===== src/rtl/ts_gen_mlane_pkg.sv =====
// rtl/ts_gen_mlane_pkg.sv - shared symbols and state encodings for the multi-lane TS generator
package ts_gen_mlane_pkg;

  localparam logic [7:0] COM       = 8'hBC;
  localparam logic [7:0] PADG12    = 8'hF7;
  localparam logic [7:0] TS1_IDTFR = 8'h4A;
  localparam logic [7:0] TS2_IDTFR = 8'h45;
  localparam logic [7:0] N_FTS     = 8'hFF;

  localparam logic [1:0] IDLE     = 2'd0;
  localparam logic [1:0] TX       = 2'd1;
  localparam logic [1:0] STOPPING = 2'd2;

  function automatic logic [7:0] ident_sym(input logic ts_type);
    return ts_type ? TS2_IDTFR : TS1_IDTFR;
  endfunction

endpackage


===== src/rtl/ts_lane_fmt.sv =====
// rtl/ts_lane_fmt.sv - combinational 16-symbol TS1/TS2 formatter for one lane
module ts_lane_fmt
  import ts_gen_mlane_pkg::*;
#(
  parameter int NUM_LANES = 4,
  parameter int LANE      = 0
) (
  input  logic         ts_type,
  input  logic [7:0]   link_num,
  input  logic         link_pad,
  input  logic         lane_pad,
  input  logic         lane_reverse,
  input  logic [5:0]   rate_support,
  input  logic [7:0]   train_ctrl,
  output logic [127:0] ts
);

  localparam logic [7:0] LANE_FWD = 8'(LANE);
  localparam logic [7:0] LANE_REV = 8'(NUM_LANES - 1 - LANE);

  logic [7:0] sym1;
  logic [7:0] sym2;
  logic [7:0] ident;

  assign sym1  = link_pad ? PADG12 : link_num;
  assign sym2  = lane_pad ? PADG12 : (lane_reverse ? LANE_REV : LANE_FWD);
  assign ident = ident_sym(ts_type);

  // Symbol 0 occupies the top byte.
  assign ts = {COM, sym1, sym2, N_FTS, {2'b00, rate_support}, train_ctrl, {10{ident}}};

endmodule


===== src/rtl/ts_gen_mlane.sv =====
// rtl/ts_gen_mlane.sv - multi-lane TS1/TS2 generator with counted, boundary-aligned config reloads
module ts_gen_mlane
  import ts_gen_mlane_pkg::*;
#(
  parameter int NUM_LANES = 4,
  parameter int CNT_W     = 16
) (
  input  logic                   clk,
  input  logic                   rst,
  input  logic                   ts_update,
  output logic                   ts_update_ack,
  input  logic                   ts_type,
  input  logic [7:0]             link_num,
  input  logic                   link_pad,
  input  logic [NUM_LANES-1:0]   lane_pad_mask,
  input  logic                   lane_reverse,
  input  logic [5:0]             rate_support,
  input  logic [7:0]             train_ctrl,
  input  logic [CNT_W-1:0]       target_cnt,
  input  logic                   ts_stop,
  output logic                   ts_valid,
  input  logic                   ts_ready,
  output logic [128*NUM_LANES-1:0] ts,
  output logic [CNT_W-1:0]       ts_cnt,
  output logic                   ts_sent_enough
);

  logic [1:0]           state;
  logic                 cfg_type;
  logic [7:0]           cfg_link;
  logic                 cfg_link_pad;
  logic [NUM_LANES-1:0] cfg_mask;
  logic                 cfg_rev;
  logic [5:0]           cfg_rate;
  logic [7:0]           cfg_ctrl;
  logic [CNT_W-1:0]     cfg_target;

  logic                 transfer;
  logic                 upd_req;
  logic                 load;
  logic [CNT_W-1:0]     cnt_next;
  logic [128*NUM_LANES-1:0] fmt_bus;

  assign transfer = ts_valid & ts_ready;
  // A request seen during its own ack cycle is stale and must not retrigger.
  assign upd_req  = ts_update & ~ts_update_ack;
  assign load     = upd_req & ~ts_stop & ((state == IDLE) | ((state == TX) & ts_ready));
  assign cnt_next = (transfer && ts_cnt != {CNT_W{1'b1}}) ? ts_cnt + CNT_W'(1) : ts_cnt;

  always_ff @(posedge clk) begin
    if (!rst) begin
      state          <= IDLE;
      ts_valid       <= 1'b0;
      ts_update_ack  <= 1'b0;
      ts_cnt         <= '0;
      ts_sent_enough <= 1'b0;
      cfg_type       <= 1'b0;
      cfg_link       <= '0;
      cfg_link_pad   <= 1'b0;
      cfg_mask       <= '0;
      cfg_rev        <= 1'b0;
      cfg_rate       <= '0;
      cfg_ctrl       <= '0;
      cfg_target     <= '0;
    end else begin
      ts_update_ack <= 1'b0;
      if (load) begin
        state          <= TX;
        ts_valid       <= 1'b1;
        ts_update_ack  <= 1'b1;
        ts_cnt         <= '0;
        ts_sent_enough <= 1'b0;
        cfg_type       <= ts_type;
        cfg_link       <= link_num;
        cfg_link_pad   <= link_pad;
        cfg_mask       <= lane_pad_mask;
        cfg_rev        <= lane_reverse;
        cfg_rate       <= rate_support;
        cfg_ctrl       <= train_ctrl;
        cfg_target     <= target_cnt;
      end else begin
        case (state)
          TX: begin
            ts_cnt         <= cnt_next;
            ts_sent_enough <= (cnt_next >= cfg_target);
            if (ts_stop) begin
              if (ts_ready) begin
                state    <= IDLE;
                ts_valid <= 1'b0;
              end else begin
                state <= STOPPING;
              end
            end
          end
          STOPPING: begin
            ts_cnt         <= cnt_next;
            ts_sent_enough <= (cnt_next >= cfg_target);
            if (ts_ready) begin
              state    <= IDLE;
              ts_valid <= 1'b0;
            end
          end
          default: begin
            state          <= IDLE;
            ts_valid       <= 1'b0;
            ts_sent_enough <= 1'b0;
          end
        endcase
      end
    end
  end

  for (genvar i = 0; i < NUM_LANES; i++) begin : g_lane
    ts_lane_fmt #(
      .NUM_LANES (NUM_LANES),
      .LANE      (i)
    ) u_fmt (
      .ts_type      (cfg_type),
      .link_num     (cfg_link),
      .link_pad     (cfg_link_pad),
      .lane_pad     (cfg_mask[i]),
      .lane_reverse (cfg_rev),
      .rate_support (cfg_rate),
      .train_ctrl   (cfg_ctrl),
      .ts           (fmt_bus[128*i +: 128])
    );
  end

  assign ts = ts_valid ? fmt_bus : '0;

endmodule

===== config.mk =====
export PLATFORM = sky130hd
export DESIGN_NAME = ts_gen_mlane
export DESIGN_NICKNAME = d
export VERILOG_FILES = /design/src/rtl/ts_gen_mlane_pkg.sv /design/src/rtl/ts_lane_fmt.sv /design/src/rtl/ts_gen_mlane.sv
export SDC_FILE = /design/constraint.sdc
export NUM_CORES = 1
export LEC_CHECK = 0
export CORE_AREA = 2 2 224 226
export CTS_CLUSTER_DIAMETER = 200
export DETAILED_ROUTE_END_ITERATION = 10
export DIE_AREA = 0 0 226 228
export MAX_ROUTING_LAYER = met4
export PLACE_DENSITY = 0.47
export REMOVE_ABC_BUFFERS = 1
export SYNTH_ARGS = -nofsm -noshare
export SYNTH_HDL_FRONTEND = slang
export SYNTH_SLANG_ARGS = --single-unit

===== constraint.sdc =====
create_clock -name clk -period 8.04 [get_ports clk]
set_clock_uncertainty 0.1 [all_clocks]
set_input_delay 1.608 -clock clk [delete_from_list [all_inputs] [get_ports clk]]
set_output_delay 1.608 -clock clk [all_outputs]
set_load 0.02 [all_outputs]

# Word level (Yosys, flattened, before mapping)
# Index checks and enable logic that the tools add are counted.
[totals]
reg_bits = 66
latchBits = 0
ram_bits = 0
rom_bits = 0
in_bits = 50
out_inout_bits = 531
n_memories = 0
[op_classes]
addsub = 1
n_mul = 0
div = 0
order_cmp = 1
n_eq_ne = 7
n_shift = 0
n_mux = 22
bitwise = 10
n_reduce_logical = 7
[op_table]
columns = ["operator", "n"]
rows = [
  ["2-to-1 mux 512 bit", 1],
  ["2-to-1 mux 8 bit", 5],
  ["adder 16 x 1 -> 16 bit (second input constant)", 1],
  ["greater-or-equal comparator 16 bit", 1],
  ["2-to-1 mux 16 bit", 1],
  ["inequality test 16 bit (second input constant)", 1],
  ["2-to-1 mux 2 bit", 7],
  ["inequality test 3 bit (second input constant)", 2],
  ["AND 1 bit", 5],
  ["2-to-1 mux 1 bit", 5],
  ["2-to-1 mux 4 bit", 1],
  ["inequality test 2 bit (second input constant)", 2],
  ["NOT 1 bit", 4],
  ["one-hot mux 2 bit (2 select lines)", 1],
  ["AND reduction 2 bit", 2],
  ["OR reduction 2 bit", 2],
  ["OR reduction 3 bit", 1],
  ["== test 2 x 1 -> 1 bit (second input constant)", 1],
  ["== test 2 bit (second input constant)", 1],
  ["logical NOT 2 bit", 1],
  ["one-hot mux 1 bit (2 select lines)", 1],
  ["logical AND 1 bit", 1],
  ["bitwise OR 1 bit", 1],
]

# Logic depth before layout (Yosys ltp)
[depth]
word_depth = 6
depth_mapped = 13
mapped_depth_nobuf = 12

# By module
# From an unflattened synthesis, not the netlist that was laid out.
[unflattened]
hier_cells = 1513
area_unflattened_um2 = 10502.6
[modules_own_cells]
columns = ["module", "n_inst", "cells_each", "area_each_um2"]
rows = [
  ["ts_gen_mlane", 1, 993, 6691.4],
  ["ts_lane_fmt at g_lane[0].u_fmt ...", 2, 130, 953.4],
  ["ts_lane_fmt at g_lane[1].u_fmt ...", 2, 130, 952.2],
]

# Worst setup path after synthesis
# OpenSTA, ideal clock, no wires.
[synth_path]
path_type = "register to output"
startpoint = "register ts_valid"
endpoint = "output ts[11]"
arrival_ns = 5.845
setup_slack_ns = 0.487
stages_incl_launch_ff = 5
path_buffers = 3
cell_sequence = "dfxtp_1 -> clkbuf_1 -> clkbuf_1 -> nor2b_1 -> buf_4"
[synth_between]
elab_chain_len = 1
[synth_lines]
columns = ["element", "line", "source"]
rows = [
  ["from (decl)", "ts_gen_mlane.sv:21", "output logic ts_valid,"],
  ["from (signal assigned)", "ts_gen_mlane.sv:53", "ts_valid <= 1'b0;"],
  ["from (signal assigned)", "ts_gen_mlane.sv:69", "ts_valid <= 1'b1;"],
  ["from (signal assigned)", "ts_gen_mlane.sv:89", "ts_valid <= 1'b0;"],
  ["2-to-1 mux 512 bit", "ts_gen_mlane.sv:129", "assign ts = ts_valid ? fmt_bus : '0;"],
  ["to (decl)", "ts_gen_mlane.sv:23", "output logic [128*NUM_LANES-1:0] ts,"],
]
# No other way between the ends.

# Final worst setup path
[layout_path]
startpoint = "register ts_valid"
endpoint = "output ts[450]"
# The elaborated chain is that of the path after synthesis.

==> impl_metrics.env <==
export IMPL_finalWorstSetupSlack_ns=3.63
export IMPL_grt_pass1_vias=4737
export IMPL_place_gp_congestion=0.738
export IMPL_path_depth=2
export IMPL_rsz0062_at_grt="no"
export IMPL_met1_usage_pct=9.35
export IMPL_vias=5033
export IMPL_cts_sinks=66
export IMPL_start_util_pct=14.6
export IMPL_cts_setup_buffers=0
export IMPL_critPathRequiredTime_ns=6.33
export IMPL_crit_path_start="ts_valid"
export IMPL_route_detailed_drc=0
export IMPL_critical_path_max_stage_delay_ns=0.98
export IMPL_ctsResizeCount=0
export IMPL_critical_path_class="flip-flop to output port"
export IMPL_cp_end_kind="output port"
export IMPL_ys_types=43
export IMPL_grt_pass1_wl_um=30000
export IMPL_grt_use_met2_pct=13.9
export IMPL_dp_hpwl_um=16700
export IMPL_fp_dieArea_mm2=0.0515
export IMPL_hp_class="flip-flop to flip-flop"
export IMPL_cts_root_buf="clkbuf_16"
export IMPL_fin_nets=1092
export IMPL_status="finished clean"
export IMPL_port_buffers=436
export IMPL_place_ws_ns=3.44
export IMPL_reg2reg_depth=10
export IMPL_grt_util_all_layers_pct=8.05
export IMPL_ys_warn_count=0
export IMPL_synth_cells=931
export IMPL_hold_slack_ns=0.350
export IMPL_syn_cell_area_mm2=0.00720
export IMPL_pin_count=581
export IMPL_antenna_found_initial=2
export IMPL_worst_slew_pin_slew_ns=1.18
export IMPL_holdCritStartpoint="cfg_link[0]"
export IMPL_wl_um=21100
export IMPL_maxCapViolCount=0
export IMPL_clockBufferDepth=2
export IMPL_core_mm2=0.0493
export IMPL_p_leak_nw=3.41
export IMPL_path_buf_inv=1
export IMPL_grt_busiest_layer="met2"
export IMPL_die_width_um=226
export IMPL_ys_seq_area_share_pct=18.3
export IMPL_crit_family="simple AND/OR/NAND/NOR gates"
export IMPL_final_util_pct=19.4
export IMPL_crit_fanout=80
export IMPL_cp_arrival_ns=2.70
export IMPL_stdcell_count=1701
export IMPL_drv_slew=0
export IMPL_syn_to_final_growth_pct=33.2
export IMPL_maxSlewHeadroom_pct=21.1
export IMPL_htreeDepth=3
export IMPL_fmax_mhz=227
export IMPL_rows=82
export IMPL_route_detailed_wl_per_inst_um=12.4
export IMPL_ys_ff_latch=66
export IMPL_crit_chain="and2_2 -> clkdlybuf4s50_1"
export IMPL_max_vdd_ir_drop_v=0.0000889
export IMPL_setup_worst_path_start_class="flip-flop"
export IMPL_clock_latency_ns=0.34
export IMPL_grt_overflow=0
export IMPL_period_share_pct=54.9
export IMPL_finalCriticalPeriod_ns=4.41
export IMPL_drive_above_1_share_pct=3.51
export IMPL_die_h_um=228
export IMPL_setup_viol=0
export IMPL_timing_rr_start="ts_cnt[0]"
export IMPL_finalHoldViolations=0
export IMPL_dr_pass1_iters=4
export IMPL_min_path_cells=2
export IMPL_first_iter_violations=152
export IMPL_grt_start_max_net_pins=81
export IMPL_postRouteAntennaNets=0
export IMPL_finalSetupTns_ns=0
export IMPL_tritoncts_num_buffers=9
export IMPL_path_clk_slew_ns=0.06
export IMPL_hold_buffers=0
export IMPL_viasPerCell=2.96
export IMPL_postSynthAreaPerCell_um2=7.73
export IMPL_powerDensity_mw_per_mm2=111
export IMPL_crit_slowest_cell="and2_2"
export IMPL_cts_tree="built"
export IMPL_grtUsageMet3_pct=1.79
export IMPL_dp_cells=1683
kinds of logic (layout without fill, tap and decap cells):
kind of cell	after synthesis	in the layout	share of synthesized area [%]
XOR/XNOR	23	23	2.80
other	1	146	0.0521
buffers and inverters	528	481	52.6
flip-flops	66	66	18.3
AO/OA/AOI/OAI	88	88	8.57
AND/OR/NAND/NOR	202	202	13.6
adder cells (fa/ha/maj)	20	20	3.48
multiplexers	3	3	0.521
cell usage in the layout, fill, tap and decap left out, drive strengths merged, types with 3 or more instances in the layout:
| cell type | instances |
|---|---|
| a21oi | 15 |
| o21a | 11 |
| or3 | 3 |
| nand2b | 3 |
| inv | 23 |
| nor3 | 9 |
| mux2 | 3 |
| nand2 | 104 |
| xor2 | 7 |
| buf | 7 |
| dfxtp | 66 |
| and4 | 3 |
| nor2b | 4 |
| clkbuf | 13 |
| clkdlybuf4s50 | 435 |
| a21boi | 48 |
| nand3 | 12 |
| nand4 | 12 |
| conb | 144 |
| o21ai | 7 |
| xnor2 | 16 |
| ha | 20 |
| and2 | 23 |
| nor2 | 20 |
Yosys cell counts:
cell | number | area [µm²]
buf_4 | 478 | 3590
nand2_1 | 104 | 390
dfxtp_1 | 66 | 1320
a21boi_0 | 44 | 330
and2_1 | 23 | 144
inv_1 | 23 | 86.3
clkbuf_1 | 21 | 78.8
ha_1 | 20 | 250
nor2_1 | 20 | 75.1
xnor2_1 | 16 | 140
a21oi_1 | 15 | 75.1
nand3_1 | 11 | 55.1
o21a_1 | 11 | 82.6
nand4_1 | 10 | 62.6
nor3_1 | 9 | 45.0
o21ai_0 | 7 | 35.0
xor2_1 | 7 | 61.3
buf_2 | 5 | 25.0
a21boi_1 | 4 | 30.0
nor2b_1 | 4 | 25.0
nand2b_1 | 3 | 18.8
or3_1 | 3 | 18.8
a2111oi_0 | 2 | 17.5
and4_1 | 2 | 17.5
mux2_2 | 2 | 22.5
nand4_2 | 2 | 25.0
nor4_1 | 2 | 12.5
o22ai_1 | 2 | 12.5
a21o_1 | 1 | 7.51
a41o_1 | 1 | 10.0
and2b_1 | 1 | 7.51
and2b_4 | 1 | 10.0
and3b_1 | 1 | 8.76
and4_2 | 1 | 10.0
buf_6 | 1 | 11.3
conb_1 | 1 | 3.75
mux2_4 | 1 | 15.0
nand3_4 | 1 | 17.5
nor4b_1 | 1 | 8.76
o41ai_2 | 1 | 16.3
or2_2 | 1 | 6.26
or4_4 | 1 | 11.3
or4b_1 | 1 | 10.0
registers in the layout, summed over array words and instances (netlist names):
signal and flops:
ts_valid 1, cfg_mask 4, cfg_ctrl 8, cfg_target 16
state 2, ts_sent_enough 1, ts_cnt 16, cfg_link 8
cfg_rate 6, cfg_link_pad 1, cfg_type 1, ts_update_ack 1
cfg_rev 1
report_power, final:
group | switching, mW | leakage, nW | internal [mW]
combinational | 0.195 | 2.73 | 0.123
sequential | 0.00868 | 0.537 | 0.339
clock | 0.152 | 0.144 | 0.248
total | 0.356 | 3.41 | 0.709
tightest hold or removal path, delay by kind of cell (launching register included):
kind	cells	cell delay, ns
simple gates	1	0.05
flops	1	0.30
compound gates	1	0.05
layer usage:
| layer | wire (µm) | vias up |
|---|---|---|
| met5 | 0 | - |
| met4 | 250 | 0 |
| met3 | 1120 | 12 |
| met2 | 10800 | 246 |
| met1 | 8900 | 2265 |
| li1 | - | 2510 |
metrics by stage:
step	power (mW)	cell area, µm²
2_1_floorplan	0.525	4030
3_3_place_gp	0.675	9300
3_5_place_dp	0.676	9300
4_1_cts	1.09	9590
5_1_grt	1.13	9590
6_report	1.07	9590
worst paths after layout:
check	slack (ns)	end
worst min register to register	0.35	cfg_link[0]
worst max-delay path	3.63	ts[450]
worst max register to register	4.70	ts_sent_enough
worst min-delay path	0.35	cfg_link[0]
area by class of cell:
type / instances / area, µm²
fillers: 5483 / 39800
multi-input cells: 480 / 2640
clock inverters: 3 / 40.0
clock buffers: 13 / 250
diodes: 2 / 5.00
inverters: 23 / 86.3
flip-flops and latches: 66 / 1330
repair buffers: 442 / 4400
well taps: 672 / 841
Power figures use the tool's default switching activity.
